==> src/rtl/fibonacci_engine.sv <==
// ---------------------------------------------------------------------------
// fibonacci_engine
//
// Iterative Fibonacci calculator. An index n is accepted on a start/ready
// handshake and F(n) is produced at one term per clock. If a term does not
// fit in DATA_W bits, the result is all-ones and overflow is set. done
// pulses for one cycle when fib/overflow become valid.
//
// Parameters:
//   DATA_W  result width in bits (minimum 2)
//   IDX_W   index width in bits; n ranges 0 .. 2**IDX_W-1
//
// Ports:
//   clk         system clock, rising edge
//   rst_n       asynchronous active-low reset
//   start       request, sampled only while ready=1
//   n           index, captured on the accepted start cycle
//   ready       idle and able to accept start
//   done        one-cycle pulse when fib/overflow become valid
//   fib         F(n), or all-ones on overflow; held until the next accept
//   overflow    F(n) not representable in DATA_W bits; held like fib
//   term_valid  stream: t0 is a valid, non-overflowed term (FIB_STREAM_EN)
//   term        stream: current term F(term_idx)           (FIB_STREAM_EN)
//   term_idx    stream: index of the current term          (FIB_STREAM_EN)
//
// Optional feature: define FIB_STREAM_EN to add the stream ports, which
// emit F(0)..F(n) once each, in order, before done.
// ---------------------------------------------------------------------------
module fibonacci_engine #(
  parameter int DATA_W = 32,
  parameter int IDX_W  = 7
) (
  input  logic              clk,
  input  logic              rst_n,
  input  logic              start,
  input  logic [IDX_W-1:0]  n,
  output logic              ready,
  output logic              done,
  output logic [DATA_W-1:0] fib,
  output logic              overflow
`ifdef FIB_STREAM_EN
  ,
  output logic              term_valid,
  output logic [DATA_W-1:0] term,
  output logic [IDX_W-1:0]  term_idx
`endif
);

  typedef enum logic [1:0] {
    IDLE = 2'd0,
    CALC = 2'd1,
    DONE = 2'd2
  } state_t;

  state_t              state_reg, state_next;
  logic [IDX_W-1:0]    cnt_reg, cnt_next;
  logic [IDX_W-1:0]    idx_reg, idx_next;
  logic [DATA_W-1:0]   t0_reg, t0_next;
  logic [DATA_W-1:0]   t1_reg, t1_next;
  logic                ov0_reg, ov0_next;
  logic                ov1_reg, ov1_next;
  logic [DATA_W-1:0]   fib_reg, fib_next;
  logic                overflow_reg, overflow_next;

  // One extra bit so the carry out of the new term is visible.
  logic [DATA_W:0]     sum;

  assign sum = {1'b0, t0_reg} + {1'b0, t1_reg};

  always_ff @(posedge clk or negedge rst_n) begin
    if (!rst_n) begin
      state_reg    <= IDLE;
      cnt_reg      <= '0;
      idx_reg      <= '0;
      t0_reg       <= '0;
      t1_reg       <= '0;
      ov0_reg      <= 1'b0;
      ov1_reg      <= 1'b0;
      fib_reg      <= '0;
      overflow_reg <= 1'b0;
    end else begin
      state_reg    <= state_next;
      cnt_reg      <= cnt_next;
      idx_reg      <= idx_next;
      t0_reg       <= t0_next;
      t1_reg       <= t1_next;
      ov0_reg      <= ov0_next;
      ov1_reg      <= ov1_next;
      fib_reg      <= fib_next;
      overflow_reg <= overflow_next;
    end
  end

  always_comb begin
    state_next    = state_reg;
    cnt_next      = cnt_reg;
    idx_next      = idx_reg;
    t0_next       = t0_reg;
    t1_next       = t1_reg;
    ov0_next      = ov0_reg;
    ov1_next      = ov1_reg;
    fib_next      = fib_reg;
    overflow_next = overflow_reg;

    case (state_reg)
      IDLE: begin
        if (start) begin
          cnt_next      = n;
          idx_next      = '0;
          t0_next       = '0;
          t1_next       = {{(DATA_W-1){1'b0}}, 1'b1};
          ov0_next      = 1'b0;
          ov1_next      = 1'b0;
          fib_next      = '0;
          overflow_next = 1'b0;
          state_next    = CALC;
        end
      end

      CALC: begin
        if (ov0_reg) begin
          // The current term already overflowed, so every later term will
          // too: stop early with a saturated result.
          fib_next      = '1;
          overflow_next = 1'b1;
          state_next    = DONE;
        end else if (cnt_reg == '0) begin
          fib_next      = t0_reg;
          overflow_next = 1'b0;
          state_next    = DONE;
        end else begin
          // Overflow flags shift along with the terms; a carry into t1 only
          // matters if that term later becomes t0 while cnt is still live.
          t0_next  = t1_reg;
          ov0_next = ov1_reg;
          t1_next  = sum[DATA_W-1:0];
          ov1_next = ov1_reg | sum[DATA_W];
          cnt_next = cnt_reg - 1'b1;
          idx_next = idx_reg + 1'b1;
        end
      end

      DONE: begin
        state_next = IDLE;
      end

      default: begin
        state_next = IDLE;
      end
    endcase
  end

  assign ready    = (state_reg == IDLE);
  assign done     = (state_reg == DONE);
  assign fib      = fib_reg;
  assign overflow = overflow_reg;

`ifdef FIB_STREAM_EN
  // Every CALC cycle with a non-overflowed t0 carries a term: all the
  // stepping cycles plus the cnt==0 terminating cycle.
  assign term_valid = (state_reg == CALC) && !ov0_reg;
  assign term       = t0_reg;
  assign term_idx   = idx_reg;
`endif

endmodule

==> config.mk <==
export PLATFORM = sky130hd
export DESIGN_NAME = fibonacci_engine
export DESIGN_NICKNAME = d
export VERILOG_FILES = /design/src/rtl/fibonacci_engine.sv
export SDC_FILE = /design/constraint.sdc
export NUM_CORES = 1
export LEC_CHECK = 0
export CAP_MARGIN = 20
export CORE_MARGIN = 4
export CORE_UTILIZATION = 55
export DETAILED_ROUTE_END_ITERATION = 16
export PLACE_DENSITY = 0.73
export SYNTH_ARGS = -nofsm -noshare
export SYNTH_HDL_FRONTEND = slang
export SYNTH_SLANG_ARGS = --single-unit
==> constraint.sdc <==
create_clock -name clk -period 3.6 [get_ports clk]
set_clock_uncertainty 0.15 [all_clocks]
set_input_delay 0.72 -clock clk [delete_from_list [all_inputs] [get_ports clk]]
set_output_delay 0.72 -clock clk [all_outputs]
set_load 0.01 [all_outputs]
==> reports/qor.csv, run 1 <==
metric;value;unit
area_delta_synth_final;13.26;%
worst_slack;0.8368;ns
path_buf_inv;2;
die_y;114.6;um
tns;0;ns
min_period_over_period;76.76;%
via_per_inst;5.863;
netSwitchingFraction;44.57;%
cts_resized;0;
maxSlewViolCount;0;
cp_num_cells;8;
power_density;942.4;nW/um2
cp.arrival;2.90;ns
ctsHoldBuffers;0;
cts_tree;done;
synth_top_area_cell;dfrtp_1;
rsz0062_at_grt;no;
synthesis.area;6248;um2
pwr-share-seq;31.1;%
yosys_warnings;0;
wl_per_cell;15.66;um
gp_congestion;0.8969;
drtPass1Iterations;5;
met2_usage;36.55;%
start_util;56.89;%
path_cells;inv_1, ha_1, and3_1, nor2_1, nand2_1, buf_4, or3_1, nand3_1;
post-cts-setup-buffers;0;
synth.area.top_cells;dfrtp_1, a21oi_1, nand2_1;
leakage;3.094;nW
post-place-cells;882;
synth_top_area_share;43.25;%
insertion_delay;0.35;ns
fp.coreArea;10980;um2
setup_viol;0;
slew_headroom;41.70;%
worstPathMaxFanout;27;
switchingPower;2.972;mW
nNetsFinal;798;
grt.overflow.total;0;
n_fill_cell;900;
grt_usage;22.62;%
fin_cells;897;
synth_cell_type_count;66;
layout-drive-gt1-share;5.945;%
ys_seq_area_share;43.25;%
clkPwrFrac;14.5;%
ys_seq_elements;108;
cp_slowest_cell;nand2_1;
synth-main-ff-cell;dfrtp_1;
r2r-start;cnt_reg[0]$_DFFE_PN0P_;
critPathCaptureType;flop;
path_clk_slew;0.07;ns
met3_usage;3.066;%
startpoint_type;flop;
rows;38;
fp.dieW;114.6;um
fmaxAchievable;361.9;MHz
combPwrFrac;54.4;%
hold_violations;0;
peakVddDrop;0.7653;mV
synthArstFlopShare;100.0;%
grt_antenna_before_repair;0;
antennaDiodeCount;0;
numCtsBuffers;9;
fin_util;64.43;%
drt_iter0_markers;341;
io_pins;45;
multi_input_area;3303;um2
rrSetupSlack;0.84;ns
busiest_layer;met2;
outcome;complete, no violations;
die_area;13130;um2
cpLargestDelayFamily;simple AND/OR/NAND/NOR gates;
grt_max_degree;74;
vias;5259;
max_stage_delay;0.56;ns
place_hpwl;9.730;mm
numPortBuffers;44;
clkSinkCount;108;
required;3.74;ns
post-route-cell-area;7077;um2
hp-class;input pin to asynchronous set/reset pin;
timing.rr.end;t1_reg[11]$_DFFE_PN0P_;
use_met1;31.11;%
clock_path_buffers;2;
grt_pass1_vias;5176;
whs;0.2348;ns
maxCapViolCount;0;
drc;0;
internal-power;3.697;mW
dpl_cell_area;6788;um2
period_needed;2.763;ns
finalPower;6.669;mW
grt_pass1_wl;24.33;mm
syn-num-nets;779;
worst_r2r_path_depth;8;
worstMarginPinSlew;0.8724;ns
place_ws;0.8923;ns
synth-edff-count;0;
critical_path_class;flop to flop;
seqCellArea;2703;um2
syn_inst;734;
drt_wl_total;14.05;mm
antenna_left;0;
avgSynthCellArea;8.513;um2
htree_levels;3;
cts_root_buf;clkbuf_16;
[Yosys cell counts (all sizes together), types with 3 or more instances]
cell and count:
mux2i 3, buf 18, dfrtp 108, o21ai 74, or3 3, and3 6, a21boi 5, nand3 28
o21bai 3, a32o 3, nor2 69, a31oi 6, a21oi 110, xor2 9, o21a 4, inv 15
nand4 10, o31ai 8, nand2 117, nor3 11, ha 34, o211ai 5, nor2b 6, xnor2 12
a21o 13, clkbuf 28
[how the worst max path moves through the flow]
stage / startpoint / end / slack (ns)
after floorplan: t0_reg[0]$_DFFE_PN0P_ / t1_reg[20]$_DFFE_PN0P_ / 1.15
after global placement: cnt_reg[3]$_DFFE_PN0P_ / t1_reg[11]$_DFFE_PN0P_ / 0.98
after detailed placement: cnt_reg[3]$_DFFE_PN0P_ / t1_reg[11]$_DFFE_PN0P_ / 0.89
after CTS: cnt_reg[0]$_DFFE_PN0P_ / t1_reg[11]$_DFFE_PN0P_ / 0.86
after global routing: cnt_reg[0]$_DFFE_PN0P_ / t1_reg[11]$_DFFE_PN0P_ / 0.63
final: cnt_reg[0]$_DFFE_PN0P_ / t1_reg[11]$_DFFE_PN0P_ / 0.84
[layout make-up]
class | instances | share of cell area [%]
timing repair buffer | 54 | 7.779
clock inverter | 1 | 0.07072
inverter | 15 | 0.7956
tap | 140 | 2.475
clock buffer | 14 | 4.013
sequential | 108 | 38.19
multi-input combinational | 565 | 46.68
[cells by family (layout without fill, tap and decap cells)]
| logic type | Yosys count | in the layout | synth area share, % |
|---|---|---|---|
| compound gates | 247 | 247 | 23.85 |
| mux | 3 | 3 | 0.4806 |
| flops | 108 | 108 | 43.25 |
| xor+xnor | 21 | 21 | 2.944 |
| simple gates | 259 | 259 | 18.26 |
| buf+inv | 61 | 84 | 4.085 |
| fa+ha+maj | 35 | 35 | 7.129 |
[cell usage in the layout, fill, tap and decap left out, types with 3 or more instances in the layout]
master / n
nand2_1: 115
a21oi_1: 108
dfrtp_1: 108
nor2_1: 67
o21ai_0: 65
clkdlybuf4s50_1: 43
ha_1: 34
nand3_1: 28
inv_1: 14
a21o_1: 12
xnor2_1: 12
nand4_1: 10
xor2_1: 9
nor3_1: 9
clkbuf_16: 9
buf_4: 8
o21ai_1: 6
o31ai_1: 6
and3_1: 6
a31oi_1: 6
nor2b_1: 5
o211ai_1: 5
o21a_1: 4
a21boi_0: 4
clkbuf_8: 4
o21ai_2: 3
or3_1: 3
a32o_1: 3
o21bai_1: 3
mux2i_1: 3
buf_12: 3
[power groups by stage]
| stage | Combinational [mW] | Clock [mW] | Sequential (mW) |
|---|---|---|---|
| final | 3.63 | 0.966 | 2.07 |
| after global routing | 4.10 | 1.04 | 2.13 |
| after CTS | 3.65 | 0.988 | 2.07 |
| after detailed placement | 3.61 | 0 | 2.09 |
| after global placement | 3.52 | 0 | 2.06 |
| after floorplan | 2.62 | 0 | 2.07 |
[layer usage]
metal	routed length (um)	vias up
met5	0	-
met4	215	0
met3	389	16
met2	6765	86
met1	6680	2529
li1	-	2628
(Power assumes the default switching activity.)
==> inputs of run 2 (changes only) <==
Clock period 3.6 ns to 2.78 ns, I/O delays scaled along.
==> run 2 against run 1 <==
Final area up 0.80%. Combinational power increased by 32%. Clock power increased by 35%. Critical path depth grew 2. Global-route usage is 0.14 points higher. Worst setup slack got worse by 0.67 ns. Worst hold slack got worse by 0.16 ns. Cell count up 1.1%. Via count grew 0.27%. Sequential power rose by 29%. Flip-flop and latch count unchanged.
==> reports/qor.csv, run 2 (synthesized netlist as in run 1, its figures left out) <==
metric;value;unit;change
post-cts-setup-buffers;0;;unchanged
layout-drive-gt1-share;7.301;%;+1.4 points
tns;0;ns;unchanged
required;2.87;ns;-0.87 ns
timing.rr.end;t1_reg[30]$_DFFE_PN0P_;;
hp-class;input pin to asynchronous set/reset pin;;
dr_wl_met2;6.730;mm;-0.52%
critPathCaptureType;flop;;
numPortBuffers;44;;unchanged
maxCapViolCount;0;;unchanged
htree_levels;3;;unchanged
grt_antenna_before_repair;0;;unchanged
worstMarginPinSlew;0.6382;ns;-0.2342 ns
slew_headroom;57.45;%;+16 points
grt_usage;22.76;%;+0.14 points
nNetsFinal;807;;+1.1%
wl_per_cell;15.68;um;about the same
cp.arrival;2.70;ns;-0.20 ns
startpoint_type;flop;;
die_area;13130;um2;unchanged
drc;0;;unchanged
grt_pass1_vias;5152;;-0.46%
n_fill_cell;926;;+2.9%
period_needed;2.613;ns;-0.1499 ns
io_pins;45;;unchanged
place_hpwl;10.03;mm;+3.1%
setup_viol;0;;unchanged
cp_slowest_cell;dfrtp_1;;
fp.dieW;114.6;um;unchanged
rsz0062_at_grt;no;;
area_delta_synth_final;14.16;%;
numCtsBuffers;9;;unchanged
path_clk_slew;0.07;ns;about the same
clock_path_buffers;2;;unchanged
insertion_delay;0.36;ns;about the same
cts_tree;done;;
vias;5273;;+0.27%
via_per_inst;5.814;;-0.84%
outcome;complete, no violations;;
fin_cells;907;;+1.1%
wl_met1;6.722;mm;+0.63%
rrSetupSlack;0.17;ns;-0.67 ns
cts_resized;0;;unchanged
min_period_over_period;94.01;%;+17 points
max_stage_delay;0.40;ns;-0.16 ns
r2r-start;t0_reg[0]$_DFFE_PN0P_;;
worstPathMaxFanout;4;;-85%
maxSlewViolCount;0;;unchanged
clkSinkCount;108;;unchanged
fmaxAchievable;382.7;MHz;+5.7%
critical_path_class;flop to flop;;
fp.coreArea;10980;um2;unchanged
hold_violations;0;;unchanged
start_util;56.89;%;unchanged
grt_pass1_wl;24.33;mm;unchanged
gp_congestion;0.8966;;about the same
drtPass1Iterations;4;;-1
post-place-cells;891;;+1.0%
worst_r2r_path_depth;10;;+2
met3_length;544;um;+40%
ctsHoldBuffers;0;;unchanged
seqCellArea;2703;um2;unchanged
multi_input_area;3303;um2;unchanged
die_y;114.6;um;unchanged
cts_root_buf;clkbuf_16;;
grt.overflow.total;0;;unchanged
drt_wl_total;14.22;mm;+1.2%
path_cells;ha_1, inv_1, fa_1, nor2b_4, o2111ai_1, nand2_2, a211oi_4, o21ai_2, a311o_1, o311a_1;;
antenna_left;0;;unchanged
grt_max_degree;109;;+47%
antennaDiodeCount;0;;unchanged
rows;38;;unchanged
layout_commonest_cell;nand2_1;;
highest_layer;met4;;
peakVddDrop;0.9759;mV;+28%
leakage;3.128;nW;+1.1%
power_density;1231;nW/um2;+31%
drt_iter0_markers;395;;+16%
final_cell_mix;nand2_1, a21oi_1, dfrtp_1;;
[run 2: changes by cell type in the layout (fill, tap and decap cells not counted), moves of 2 or more]
| cell | change |
|---|---|
| clkbuf_8 | -3 |
| clkinvlp_4 | +2 |
| buf_12 | -2 |
| buf_4 | +11 |
[run 2: power by group]
| part | internal [mW] | switching (mW) |
|---|---|---|
| Clock | 0.722 | 0.583 |
| Sequential | 2.22 | 0.461 |
| Combinational | 1.93 | 2.87 |
[run 2: area by class of cell]
class,instances,area share (%)
clock buffers,10,3.350
clock inverters,6,0.8946
inverters,15,0.7893
multi-input cells,565,46.31
flip-flops and latches,108,37.89
well taps,140,2.456
repair buffers,63,8.314
[run 2: routing by layer]
layer,up-vias,global-route usage [%]
met5,-,0
met4,0,7.759
met3,17,4.228
met2,106,35.66
met1,2511,31.85
li1,2639,-
[run 2: worst max-delay path by stage]
stage,from,slack (ns),end,depth (start not counted)
CTS,t0_reg[0]$_DFFE_PN0P_,0.16,t1_reg[30]$_DFFE_PN0P_,10
finish,t0_reg[0]$_DFFE_PN0P_,0.17,t1_reg[30]$_DFFE_PN0P_,10
global route,t0_reg[0]$_DFFE_PN0P_,0.03,t1_reg[20]$_DFFE_PN0P_,10
floorplan,t0_reg[0]$_DFFE_PN0P_,0.33,t1_reg[20]$_DFFE_PN0P_,10
detailed placement,t0_reg[0]$_DFFE_PN0P_,0.21,t1_reg[30]$_DFFE_PN0P_,10
global placement,t0_reg[0]$_DFFE_PN0P_,0.25,t1_reg[30]$_DFFE_PN0P_,10
[run 2: worst max-delay path, delay by kind of cell (launching register included)]
| family | cells | cell delay [ns] |
|---|---|---|
| compound gates | 5 | 1.20 |
| fa+ha+maj | 2 | 0.45 |
| flops | 1 | 0.40 |
| simple gates | 2 | 0.20 |
| buf+inv | 1 | 0.07 |
[run 2: stage by stage]
step	hold slack [ns]	setup slack (ns)	util [%]	total power [mW]	area [um2]
after floorplan	0.1104	0.3260	-	6.070	6248
after global placement	0.3407	0.2541	62.19	7.319	6830
after detailed placement	0.3460	0.2093	62.19	7.496	6830
after CTS	0.1471	0.1620	64.95	8.832	7133
after global routing	0.1696	0.03101	64.95	9.570	7133
final	0.07221	0.1667	64.95	8.779	7133
==> inputs of run 3 (changes only) <==
Settings changed: PLACE_DENSITY 0.73 to 0.75, SLEW_MARGIN set to 40.
==> run 3 against run 2 <==
Largest cell class unchanged. Worst setup slack improved by 0.0066 ns. Sequential power about the same. Combinational power decreased by 0.8%. Worst hold slack got worse by 0.017 ns. Routed wire length decreased by 4.1%.
==> reports/qor.csv, run 3 (synthesized netlist as in run 1, its figures left out) <==
metric;value;unit;change
startpoint_type;flop;;
place_hpwl;9.977;mm;-0.56%
setup_viol;0;;unchanged
drc;0;;unchanged
cp.arrival;2.70;ns;about the same
tns;0;ns;unchanged
power_density;1215;nW/um2;-1.3%
post-place-cells;894;;+0.34%
antennaDiodeCount;0;;unchanged
worstPathMaxFanout;4;;unchanged
leakage;3.138;nW;+0.31%
outcome;complete, no violations;;
grt_antenna_before_repair;0;;unchanged
drt_wl_total;13.64;mm;-4.1%
drtPass1Iterations;5;;+1
final_cell_mix;nand2_1, a21oi_1, dfrtp_1;;
worst_r2r_path_depth;10;;unchanged
gp_congestion;0.9077;;+1.2%
die_y;114.6;um;unchanged
grt_pass1_vias;5061;;-1.8%
drt_iter0_markers;287;;-27%
cts_resized;0;;unchanged
start_util;56.89;%;unchanged
maxSlewViolCount;0;;unchanged
clkSinkCount;108;;unchanged
grt.overflow.total;0;;unchanged
critical_path_class;flop to flop;;
max_stage_delay;0.40;ns;about the same
hp-class;input pin to asynchronous set/reset pin;;
required;2.87;ns;about the same
fin_cells;910;;+0.33%
critPathCaptureType;flop;;
fmaxAchievable;383.6;MHz;+0.25%
slew_headroom;60.63;%;+3.2 points
io_pins;45;;unchanged
htree_levels;3;;unchanged
via_per_inst;5.755;;-1.0%
die_area;13130;um2;unchanged
fp.dieW;114.6;um;unchanged
cts_tree;done;;
cts_root_buf;clkbuf_16;;
worstMarginPinSlew;0.5905;ns;-0.04770 ns
post-cts-setup-buffers;0;;unchanged
rsz0062_at_grt;no;;
nNetsFinal;810;;+0.37%
grt_pass1_wl;23.60;mm;-3.0%
fp.coreArea;10980;um2;unchanged
rrSetupSlack;0.17;ns;about the same
period_needed;2.607;ns;-0.006603 ns
grt_usage;22.14;%;-0.62 points
numPortBuffers;44;;unchanged
path_clk_slew;0.07;ns;about the same
numCtsBuffers;9;;unchanged
min_period_over_period;93.77;%;-0.24 points
rows;38;;unchanged
maxCapViolCount;0;;unchanged
insertion_delay;0.35;ns;about the same
layout-drive-gt1-share;7.273;%;-0.028 points
hold_violations;0;;unchanged
grt_max_degree;45;;-59%
r2r-start;t0_reg[0]$_DFFE_PN0P_;;
vias;5237;;-0.68%
cp_slowest_cell;dfrtp_1;;
area_delta_synth_final;14.20;%;about the same
wl_per_cell;14.99;um;-4.4%
clock_path_buffers;2;;unchanged
path_cells;ha_1, inv_1, fa_1, nor2b_4, o2111ai_1, nand2_2, a211oi_4, o21ai_2, a311o_1, o311a_1;;
peakVddDrop;1.140;mV;+17%
layout_commonest_cell;nand2_1;;
timing.rr.end;t1_reg[30]$_DFFE_PN0P_;;
antenna_left;0;;unchanged
ctsHoldBuffers;0;;unchanged
-- run 3: layout make-up --
class / count / area [um2]
repair buffers: 66 / 615.6
clock buffers: 15 / 277.8
clock inverters: 1 / 5.005
fillers: 891 / 3847
well taps: 140 / 175.2
multi-input cells: 565 / 3303
inverters: 15 / 56.30
flip-flops and latches: 108 / 2703
-- run 3: per-stage QoR --
| step | instance area, um2 | hold WS, ns | util, % | power [mW] | worst slack, ns |
|---|---|---|---|---|---|
| 2_1_floorplan | 6248 | 0.1104 | - | 6.070 | 0.3260 |
| 3_3_place_gp | 6853 | 0.3379 | 62.39 | 7.311 | 0.2485 |
| 3_5_place_dp | 6853 | 0.3443 | 62.39 | 7.463 | 0.1764 |
| 4_1_cts | 7136 | 0.06595 | 64.97 | 8.721 | 0.1771 |
| 5_1_grt | 7136 | 0.09816 | 64.97 | 9.468 | 0.01920 |
| 6_report | 7136 | 0.05558 | 64.97 | 8.670 | 0.1733 |
-- run 3: per-layer routing --
layer | GRT usage [%] | vias up | wire, um | share of wire (%)
met5 | 0 | - | 0 | 0
met4 | 8.630 | 0 | 264 | 1.9
met3 | 3.383 | 21 | 417 | 3.1
met2 | 35.12 | 88 | 6268 | 46
met1 | 30.58 | 2480 | 6690 | 49
li1 | - | 2648 | - | -
-- run 3: worst max-delay path by stage --
stage | startpoint | cells after the start | to
6_report | t0_reg[0]$_DFFE_PN0P_ | 10 | t1_reg[30]$_DFFE_PN0P_
5_1_grt | t0_reg[0]$_DFFE_PN0P_ | 10 | t1_reg[30]$_DFFE_PN0P_
4_1_cts | t0_reg[0]$_DFFE_PN0P_ | 10 | t1_reg[30]$_DFFE_PN0P_
3_5_place_dp | t0_reg[0]$_DFFE_PN0P_ | 10 | t1_reg[30]$_DFFE_PN0P_
3_3_place_gp | t0_reg[0]$_DFFE_PN0P_ | 10 | t1_reg[30]$_DFFE_PN0P_
2_1_floorplan | t0_reg[0]$_DFFE_PN0P_ | 10 | t1_reg[20]$_DFFE_PN0P_
-- run 3: worst max-delay path: cells and delay by family, from the launching register on --
kind            cells  cell delay, ns
simple gates        2            0.20
fa+ha+maj           2            0.45
compound gates      5            1.22
flops               1            0.40
buf+inv             1            0.07
-- run 3: power by group --
group | total [mW] | switching (mW) | internal [mW]
Sequential | 2.68 | 0.464 | 2.22
Combinational | 4.76 | 2.82 | 1.94
Clock | 1.23 | 0.547 | 0.682
Total | 8.67 | 3.83 | 4.83
==> patch, RTL diff (settings of run 3) <==
Add a define of `FIB_STREAM_EN`.
--- a/src/rtl/fibonacci_engine.sv
+++ b/src/rtl/fibonacci_engine.sv
@@ -28,2 +28,4 @@
 // ---------------------------------------------------------------------------
+`define FIB_STREAM_EN
+
 module fibonacci_engine #(
Behaviour (old outputs only; new: term, term_idx and term_valid): unchanged (Yosys induction, for registers that start in step).
==> patch against run 3 <==
  * Setup slack got worse by 0.078 ns
  * Routed wire length increased by 24%
  * Power increased by 11%
  * Design area increased by 14%
  * First-iteration DRC count increased by 56%
  * Sequential share of layout area decreased by 2.6 points
  * Clock power increased by 60%
  * Area after synthesis increased by 6.4%
  * Register-to-register slack got worse by 0.05 ns
  * Sequential cell count increased by 7
  * Via count increased by 12%
  * Largest power group unchanged
  * Highest routed layer unchanged
==> patch: results (changes against run 3) <==
stage;metric;value;unit;change
run_status;status;finished clean;;unchanged
setup_path;Critical Path AT;1.98;ns;was 2.70 ns
logic_synthesis;Synth area leaders;dfrtp_1 43%, nand2_1 8.0%, o21ai_1 6.6%, ha_1 6.6%, o21ai_0 4.6%;;was dfrtp_1 43%, a21oi_1 8.7%, nand2_1 7.0%, ha_1 6.8%, o21ai_0 5.2%
cells_and_area;Non-clock buffer share;13.0;%;was 8.63%
cts;total clock buffers created by CTS;17;;was 9
setup_path;Top delay family on crit path;buffers and inverters;;was compound AO/OA/AOI/OAI gates
logic_synthesis;Synth Area in Adders;6.89;%;was 7.13%
floorplanning;Core Area;11600;um^2;was 11000 um^2
cells_and_area;multi-input logic area;3480;um^2;was 3300 um^2
cts;cts hold-fix bufs;1;;was 0
cts;CTS H-tree depth;4;;was 3
routing;routed vias;5871;;was 5237
setup_path;R2R depth;8;;was 10
logic_synthesis;Synth Net Count;820;;was 779
sta;hold slack;0.329;ns;was 0.0556 ns
cts;clk sinks;115;;was 108
setup_path;Max stage delay cell, worst path;clkdlybuf4s50_1;;was dfrtp_1
cells_and_area;share of cells above drive strength 1;8.19;%;was 7.27%
setup_path;capturing point of the worst reg2reg path;t1_reg[31];;was t1_reg[30]
setup_path;crit path capture;term_valid;;was t1_reg[30]
global_routing;first-pass GRT wire length;29000;um;was 23600 um
logic_synthesis;Post-Synth XOR/XNOR Area;3.95;%;was 2.94%
cells_and_area;Non-CTS buffers;108;;was 66
global_routing;GR Util met2;42.0;%;was 35.1%
global_routing;met1 global-route usage;32.7;%;was 30.6%
cts;CTS clk-pin slew, worst paths;0.05;ns;was 0.07 ns
cells_and_area;fillers;919;;was 891
hold_path;worst min path class;flip-flop to flip-flop;;was primary input to asynchronous set/reset pin
routing;routed len/inst;16.9;um;was 15.0 um
sta;headroom to the max-slew limit;50.4;%;was 60.6%
cells_and_area;multi-input gates;592;;was 565
logic_synthesis;most frequent cells after synthesis;142 x nand2_1, 115 x dfrtp_1, 88 x o21ai_1;;was 116 x nand2_1, 108 x a21oi_1, 108 x dfrtp_1
-- patch: cell types whose count changed in the layout (fill, tap and decap cells not counted), moves of 5 or more --
cell and delta:
o21ai_1 +81, a21oi_1 -66, clkdlybuf4s50_1 +40, nand2_1 +27, nor2_1 -25, xor2_1 +11
clkbuf_16 +8, dfrtp_1 +7, nand3_1 -5, nand4_1 +5
-- patch: metrics by stage --
stage	instance area, um^2	instances	utilization, %	setup WS, ns	TNS (ns)
after global placement	7590	968	65.4	0.115	0
after floorplan	6650	774	-	0.225	0
final	8160	998	70.2	0.0956	0
after CTS	8130	998	70.0	0.00547	0
after global routing	8160	998	70.2	-0.0285	-0.0285
after detailed placement	7590	968	65.4	0.0202	0
-- patch: power by group --
group	internal (mW)	switching, mW	leakage [nW]
clock	1.25	0.722	0.259
sequential	2.29	0.519	1.53
combinational	1.99	2.86	1.68
total	5.52	4.10	3.47
